`src/rtl/fetch_unit_pkg.sv`:
```
// Shared definitions for the instruction fetch front end: FSM encoding,
// default widths and the bit layout of a queued instruction entry.
package fetch_unit_pkg;

    typedef enum logic [1:0] {
        ST_IDLE  = 2'd0,
        ST_WAIT  = 2'd1,
        ST_DRAIN = 2'd2
    } fetch_state_t;

    localparam int DEF_ADDR_W  = 64;
    localparam int DEF_INSTR_W = 32;
    localparam int DEF_PID_W   = 20;
    localparam int DEF_TID_W   = 16;
    localparam int DEF_CNT_W   = 64;
    localparam int DEF_QDEPTH  = 4;

    // Entry layout, LSB first: tid | pid | is64Bit | address | instruction
    function automatic int entry_off_pid(input int tidW);
        return tidW;
    endfunction

    function automatic int entry_off_mode(input int pidW, input int tidW);
        return tidW + pidW;
    endfunction

    function automatic int entry_off_addr(input int pidW, input int tidW);
        return tidW + pidW + 1;
    endfunction

    function automatic int entry_off_instr(input int addrW, input int pidW, input int tidW);
        return tidW + pidW + 1 + addrW;
    endfunction

    function automatic int entry_width(input int instrW, input int addrW, input int pidW, input int tidW);
        return instrW + addrW + pidW + tidW + 1;
    endfunction

endpackage

```
`src/rtl/fetch_queue.sv`:
```
// Small synchronous FIFO holding fetched instruction entries; flush empties it
// in one cycle and the head entry is presented combinationally.
module fetch_queue #(
    parameter int WIDTH = 8,
    parameter int DEPTH = 4,
    localparam int CNT_W = $clog2(DEPTH) + 1
) (
    input  logic             clock_i,
    input  logic             reset_i,
    input  logic             push_i,
    input  logic [WIDTH-1:0] data_i,
    input  logic             pop_i,
    input  logic             flush_i,
    output logic [WIDTH-1:0] data_o,
    output logic             full_o,
    output logic             empty_o,
    output logic [CNT_W-1:0] count_o
);

    localparam int PTR_W = $clog2(DEPTH);

    logic [WIDTH-1:0] r_mem [DEPTH];
    logic [PTR_W-1:0] r_wrPtr;
    logic [PTR_W-1:0] r_rdPtr;
    logic [CNT_W-1:0] r_count;
    logic             w_doPush;
    logic             w_doPop;

    assign full_o   = (r_count == CNT_W'(DEPTH));
    assign empty_o  = (r_count == '0);
    assign count_o  = r_count;
    assign data_o   = r_mem[r_rdPtr];
    assign w_doPop  = pop_i && !empty_o;
    assign w_doPush = push_i && (!full_o || w_doPop);

    always_ff @(posedge clock_i or negedge reset_i) begin
        if (!reset_i) begin
            r_wrPtr <= '0;
            r_rdPtr <= '0;
            r_count <= '0;
        end else if (flush_i) begin
            r_wrPtr <= '0;
            r_rdPtr <= '0;
            r_count <= '0;
        end else begin
            if (w_doPush) r_wrPtr <= r_wrPtr + 1'b1;
            if (w_doPop)  r_rdPtr <= r_rdPtr + 1'b1;
            case ({w_doPush, w_doPop})
                2'b10:   r_count <= r_count + 1'b1;
                2'b01:   r_count <= r_count - 1'b1;
                default: r_count <= r_count;
            endcase
        end
    end

    // Storage carries data only, so it is left out of reset.
    always_ff @(posedge clock_i) begin
        if (w_doPush && !flush_i) r_mem[r_wrPtr] <= data_i;
    end

endmodule

```
`src/rtl/fetch_unit.sv`:
```
// Instruction fetch: walks the PC, issues one outstanding memory read at a
// time, queues returned words with their tags and hands them to decode.
module fetch_unit
    import fetch_unit_pkg::*;
#(
    parameter int addressWidth            = DEF_ADDR_W,
    parameter int instructionWidth        = DEF_INSTR_W,
    parameter int PidSize                 = DEF_PID_W,
    parameter int TidSize                 = DEF_TID_W,
    parameter int instructionCounterWidth = DEF_CNT_W,
    parameter int queueDepth              = DEF_QDEPTH,
    parameter logic [addressWidth-1:0] resetVector = '0
) (
    input  logic                               clock_i,
    input  logic                               reset_i,
    input  logic                               enable_i,
    input  logic                               stall_i,
    input  logic                               redirect_i,
    input  logic [addressWidth-1:0]            redirectAddress_i,
    input  logic                               is64Bit_i,
    input  logic [PidSize-1:0]                 pid_i,
    input  logic [TidSize-1:0]                 tid_i,
    output logic                               memReq_o,
    output logic [addressWidth-1:0]            memAddress_o,
    input  logic                               memAck_i,
    input  logic [instructionWidth-1:0]        memData_i,
    output logic                               enable_o,
    output logic [instructionWidth-1:0]        instruction_o,
    output logic [addressWidth-1:0]            instructionAddress_o,
    output logic                               is64Bit_o,
    output logic [PidSize-1:0]                 instructionPid_o,
    output logic [TidSize-1:0]                 instructionTid_o,
    output logic [instructionCounterWidth-1:0] instructionMajId_o
);

    localparam int ENTRY_W   = entry_width(instructionWidth, addressWidth, PidSize, TidSize);
    localparam int OFF_PID   = entry_off_pid(TidSize);
    localparam int OFF_MODE  = entry_off_mode(PidSize, TidSize);
    localparam int OFF_ADDR  = entry_off_addr(PidSize, TidSize);
    localparam int OFF_INSTR = entry_off_instr(addressWidth, PidSize, TidSize);
    localparam int QCNT_W    = $clog2(queueDepth) + 1;

    localparam logic [addressWidth-1:0] ALIGN_MASK    = ~addressWidth'(2'b11);
    localparam logic [addressWidth-1:0] LOW_WORD_MASK = addressWidth'({32{1'b1}});

    fetch_state_t                     r_state;
    fetch_state_t                     w_nextState;
    logic [addressWidth-1:0]          r_pc;
    logic [addressWidth-1:0]          r_memAddr;
    logic [instructionCounterWidth-1:0] r_majId;
    logic                             r_enable;
    logic [instructionWidth-1:0]      r_instr;
    logic [addressWidth-1:0]          r_instrAddr;
    logic                             r_mode;
    logic [PidSize-1:0]               r_pid;
    logic [TidSize-1:0]               r_tid;
    logic [instructionCounterWidth-1:0] r_majIdOut;

    logic                             w_issue;
    logic                             w_push;
    logic                             w_pop;
    logic [addressWidth-1:0]          w_pcInc;
    logic [addressWidth-1:0]          w_pcNext;
    logic [ENTRY_W-1:0]               w_pushData;
    logic [ENTRY_W-1:0]               w_head;
    logic                             w_full;
    logic                             w_empty;
    logic [QCNT_W-1:0]                w_count;

    assign w_pcInc    = r_pc + addressWidth'(4);
    // In 32-bit mode the upper word stays zero and the low word wraps.
    assign w_pcNext   = is64Bit_i ? w_pcInc : (w_pcInc & LOW_WORD_MASK);
    assign w_pushData = {memData_i, r_memAddr, is64Bit_i, pid_i, tid_i};
    assign w_pop      = !w_empty && enable_i && !stall_i && !redirect_i;

    always_comb begin
        w_nextState = r_state;
        w_issue     = 1'b0;
        w_push      = 1'b0;
        case (r_state)
            ST_IDLE: begin
                if (enable_i && !redirect_i && (int'(w_count) < queueDepth)) begin
                    w_issue     = 1'b1;
                    w_nextState = ST_WAIT;
                end
            end
            ST_WAIT: begin
                if (memAck_i) begin
                    w_push      = !redirect_i && (!w_full || w_pop);
                    w_nextState = ST_IDLE;
                end else if (redirect_i) begin
                    w_nextState = ST_DRAIN;
                end
            end
            ST_DRAIN: begin
                if (memAck_i) w_nextState = ST_IDLE;
            end
            default: w_nextState = ST_IDLE;
        endcase
    end

    always_ff @(posedge clock_i or negedge reset_i) begin
        if (!reset_i) begin
            r_state   <= ST_IDLE;
            r_pc      <= resetVector;
            r_memAddr <= '0;
        end else begin
            r_state <= w_nextState;
            if (redirect_i)  r_pc <= redirectAddress_i & ALIGN_MASK;
            else if (w_push) r_pc <= w_pcNext;
            if (w_issue)     r_memAddr <= r_pc;
        end
    end

    fetch_queue #(
        .WIDTH (ENTRY_W),
        .DEPTH (queueDepth)
    ) u_queue (
        .clock_i (clock_i),
        .reset_i (reset_i),
        .push_i  (w_push),
        .data_i  (w_pushData),
        .pop_i   (w_pop),
        .flush_i (redirect_i),
        .data_o  (w_head),
        .full_o  (w_full),
        .empty_o (w_empty),
        .count_o (w_count)
    );

    // Decode-facing registers: loaded on pop, held otherwise.
    always_ff @(posedge clock_i or negedge reset_i) begin
        if (!reset_i) begin
            r_enable    <= 1'b0;
            r_instr     <= '0;
            r_instrAddr <= '0;
            r_mode      <= 1'b0;
            r_pid       <= '0;
            r_tid       <= '0;
            r_majIdOut  <= '0;
            r_majId     <= '0;
        end else begin
            r_enable <= w_pop;
            if (w_pop) begin
                r_instr     <= w_head[OFF_INSTR +: instructionWidth];
                r_instrAddr <= w_head[OFF_ADDR +: addressWidth];
                r_mode      <= w_head[OFF_MODE];
                r_pid       <= w_head[OFF_PID +: PidSize];
                r_tid       <= w_head[0 +: TidSize];
                r_majIdOut  <= r_majId;
                r_majId     <= r_majId + 1'b1;
            end
        end
    end

    assign memReq_o             = (r_state != ST_IDLE);
    assign memAddress_o         = r_memAddr;
    assign enable_o             = r_enable;
    assign instruction_o        = r_instr;
    assign instructionAddress_o = r_instrAddr;
    assign is64Bit_o            = r_mode;
    assign instructionPid_o     = r_pid;
    assign instructionTid_o     = r_tid;
    assign instructionMajId_o   = r_majIdOut;

endmodule

```
`config.mk`:
```
export PLATFORM = sky130hd
export DESIGN_NAME = fetch_unit
export DESIGN_NICKNAME = d
export VERILOG_FILES = /design/src/rtl/fetch_unit_pkg.sv /design/src/rtl/fetch_queue.sv /design/src/rtl/fetch_unit.sv
export SDC_FILE = /design/constraint.sdc
export NUM_CORES = 1
export LEC_CHECK = 0
export CAP_MARGIN = 25
export CORE_MARGIN = 4
export CORE_UTILIZATION = 56
export CTS_CLUSTER_DIAMETER = 60
export DETAILED_ROUTE_END_ITERATION = 6
export GPL_TIMING_DRIVEN = 0
export PLACE_DENSITY = 0.85
export SLEW_MARGIN = 20
export SYNTH_ARGS = -nofsm -noshare
export SYNTH_HDL_FRONTEND = slang
export SYNTH_SLANG_ARGS = --single-unit
```
`constraint.sdc`:
```
create_clock -name clock_i -period 7 [get_ports clock_i]
set_clock_uncertainty 0.2 [all_clocks]
set_input_delay 0.7 -clock clock_i [delete_from_list [all_inputs] [get_ports clock_i]]
set_output_delay 0.7 -clock clock_i [all_outputs]
set_load 0.03 [all_outputs]
```
==> results.yml <==
status:
  status: "finished, final reports clean"
timing:
  fmax_mhz: 229
  maxSlewViolCount: 0
  tightest_slew_ps: 1050
  holdWs_ps: 273
  slew_headroom_pct: 30.3
  min_period_ps: 4360
  tns_ps: 0
  hold_viol: 0
  rsz0062_at_grt: "false"
  setup_violations: 0
  timing.final.crit_share_pct: 62.3
synthesis:
  yosysTopAreaCell: "edfxtp_1"
  yosysMostFrequentCell: "nand2_1"
  synthTopCellsByArea: "edfxtp_1 44%, dfrtp_1 28%, mux4_2 8.3%, nand2_1 7.2%, mux2_2 1.9%"
  ys_seq_elements: 917
  yosys_warnings: 0
  seq_area_frac_synth_pct: 72.0
  synth_area_um2: 35500
  synth-edff-count: 524
  synth_top_area_share_pct: 44.3
  synthTopCellsByCount: "684 x nand2_1, 524 x edfxtp_1, 393 x dfrtp_1, 131 x mux4_2, 100 x clkbuf_1"
  synth_flop_cell: "edfxtp_1"
  async_flop_share_pct: 42.9
  syn_area_per_cell_um2: 14.7
  yosysUniqueCellTypes: 59
  netlist_instances: 2420
setup_path:
  reg2regPathDepth: 7
  r2r_setup_slack_ps: 2910
  crit_required_ps: 7110
  r2r-end: "u_queue.r_mem[3][128]"
  slowest_delay_ps: 600
  worst_path_max_delay_cell: "and2_4"
  rr_startpoint: "r_state[1]"
  critical_path.top_delay_family: "buffers and inverters"
  critPathBufInv: 5
  crit_top_cell: "buf_16"
  cp_data_arrival_time_ps: 4470
  cp_max_fo: 38
  cp-start-kind: "input port"
  critPathCaptureType: "register"
  crit_chain: "clkdlybuf4s50_1 > or3b_2 > a31oi_1 > clkbuf_1 > buf_1 > and2_4 > buf_16 > buf_16"
  criticalPathCategory: "in -> reg"
floorplanning:
  coreArea_um2: 63000
  ios: 402
  die_area_um2: 67500
  rows: 92
  initial_core_util_pct: 56.4
  die_width_um: 260
  die_y_um: 260
placement:
  routabilityCongestion: 0.901
  dp.cells: 3682
  dp_hpwl_mm: 63.1
  numPortBuffers: 395
routing:
  wl_met1_mm: 34.9
  ant_nets: 0
  wire_per_inst_um: 24.2
  met2_length_mm: 46.5
  vias: 22600
  dr_wl_met3_mm: 7.93
  routed.top_layer: "met4"
  drc_errors: 0
  first_pass_iters: 6
  via_per_inst: 5.87
  drt_iter0_drc: 2363
  routed_wl_mm: 93.2
clocking:
  post_cts_buffers: 0
  cts_resized: 0
  ctsLongestPathBuffers: 3
  root_buffer: "clkbuf_16"
  path_clk_slew_ps: 60
  cts_buffers: 90
  cts_tree: "built"
  insertion_delay_ps: 640
  cts.sinks: 917
  h-tree-depth: 3
min_path:
  hold_path_depth: 2
  hp-start: "instructionTid_o[9]"
  hp-class: "reg -> reg"
  min_to: "instructionTid_o[9]"
layout:
  stdcell_count: 3857
  finalNetCount: 3075
  synthToLayoutAreaGrowth_pct: 23.8
  seqCellArea_um2: 25600
  drive_gt1_share_pct: 12.5
  n_fill_cell: 3973
  multi_input_area_um2: 9470
  fin_util_pct: 69.8
pwr:
  power_density_nw_per_um2: 305
  power_leakage_nw: 16.9
  ir_worst_vdd_uv: 238
grt:
  track_usage_pct: 27.6
  grt_max_degree: 99
  gr-total-overflow: 0
  grt_pass1_wl_mm: 141
  grt_pass1_vias: 23500
  antenna_found_initial: 2
job:
  max_cap_violations: 0
worst register-to-register path, stage by stage (launching register included):
cell and delay [ps]:
dfrtp_1 410, nand4bb_1 370, a31oi_1 520, clkbuf_1 560, buf_1 440, and2_4 600
buf_16 310, buf_16 300
how the worst max path moves through the flow:
stage | startpoint | end | cells after the start
3_3_place_gp | reset_i | memAddress_o[62] | 1
3_5_place_dp | redirect_i | u_queue.r_mem[3][16] | 8
4_1_cts | redirect_i | u_queue.r_mem[3][128] | 8
5_1_grt | redirect_i | u_queue.r_mem[3][125] | 8
2_1_floorplan | redirect_i | u_queue.r_mem[0][0] | 5
6_report | redirect_i | u_queue.r_mem[3][128] | 8
flip-flops by register name, summed over array words and instances (netlist names):
register              cells
instructionMajId_o       64
instructionTid_o         16
is64Bit_o                 1
r_pc                     62
instructionPid_o         20
enable_o                  1
memAddress_o             62
u_queue.r_wrPtr           2
r_state                   2
u_queue.count_o           3
u_queue.r_mem           524
instruction_o            32
instructionAddress_o     62
r_majId                  64
u_queue.r_rdPtr           2
power breakdown:
part / switching [mW] / total, mW / internal (mW) / leakage [nW]
clock network: 2.05 / 4.80 / 2.75 / 1.47
registers: 0.409 / 6.61 / 6.20 / 9.88
logic: 1.19 / 1.98 / 0.794 / 5.55
cell usage in the layout (no fill, tap or decap), types with 5 or more instances in the layout:
cell             synthesis  routed
o21ai_0                 59      59
mux4_2                 131     131
xnor2_1                 62      62
clkbuf_16                0      93
nor3_1                  23      23
bufinv_16                0       5
clkbuf_1               100     124
nand2_1                684     684
or3_1                    8       8
buf_12                   0       5
nand3_1                 49      49
clkdlybuf4s50_1          0     394
clkbuf_8                 0      10
and4_1                   7       7
nor4_1                  17      17
xor2_1                  36      36
a221o_1                  8       8
buf_16                   0      11
a21oi_1                 14      14
mux2_2                  60      60
and3_1                  22      22
dfrtp_1                393     393
a211oi_1                 5       5
inv_1                   14      14
a22oi_1                 11      11
ha_1                     6       6
nor2_1                  66      66
clkinv_2                 0      26
edfxtp_1               524     524
mux2i_1                  6       6
and2_1                   9       5
buf_1                    9       9
nand4_1                 38      38
metal layers:
| layer | vias up | global-route usage (%) |
|---|---|---|
| li1 | 9766 | - |
| met1 | 11500 | 36.0 |
| met2 | 1134 | 46.4 |
| met3 | 204 | 5.50 |
| met4 | 0 | 10.9 |
| met5 | - | 0 |
logic make-up after synthesis:
kind of cell	count (synthesis)	share of synthesized area (%)
other	1	0.0106
buffers and inverters	130	1.42
multiplexers	197	10.4
AND/OR/NAND/NOR	947	11.3
XOR/XNOR	98	2.42
AO/OA/AOI/OAI	123	2.18
flip-flops	917	72.0
adder cells (fa/ha/maj)	7	0.268
timing repair:
action,4_1_cts,5_1_grt
setup endpoints to repair,0,0
hold endpoints to repair,44,0
hold buffers,1,0
metrics by stage:
step / setup WS (ps) / instance area [um^2] / power (mW)
final: 2640 / 44000 / 13.4
after global routing: 2440 / 44000 / 13.8
after CTS: 2750 / 43900 / 13.5
after detailed placement: 2060 / 41000 / 8.66
after global placement: -12100 / 40500 / 8.58
after floorplan: 1100 / 35500 / 7.55
area by class of cell:
type	count	area share, %
Clock inverter	42	0.880
Timing Repair Buffer	414	10.0
Antenna cell	4	0.0228
Buffer	115	1.02
Multi-Input combinational cell	1376	21.5
Inverter	15	0.128
Tap cell	846	2.41
Sequential cell	917	58.2
Clock buffer	128	5.82
Power figures use the tool's default switching activity.
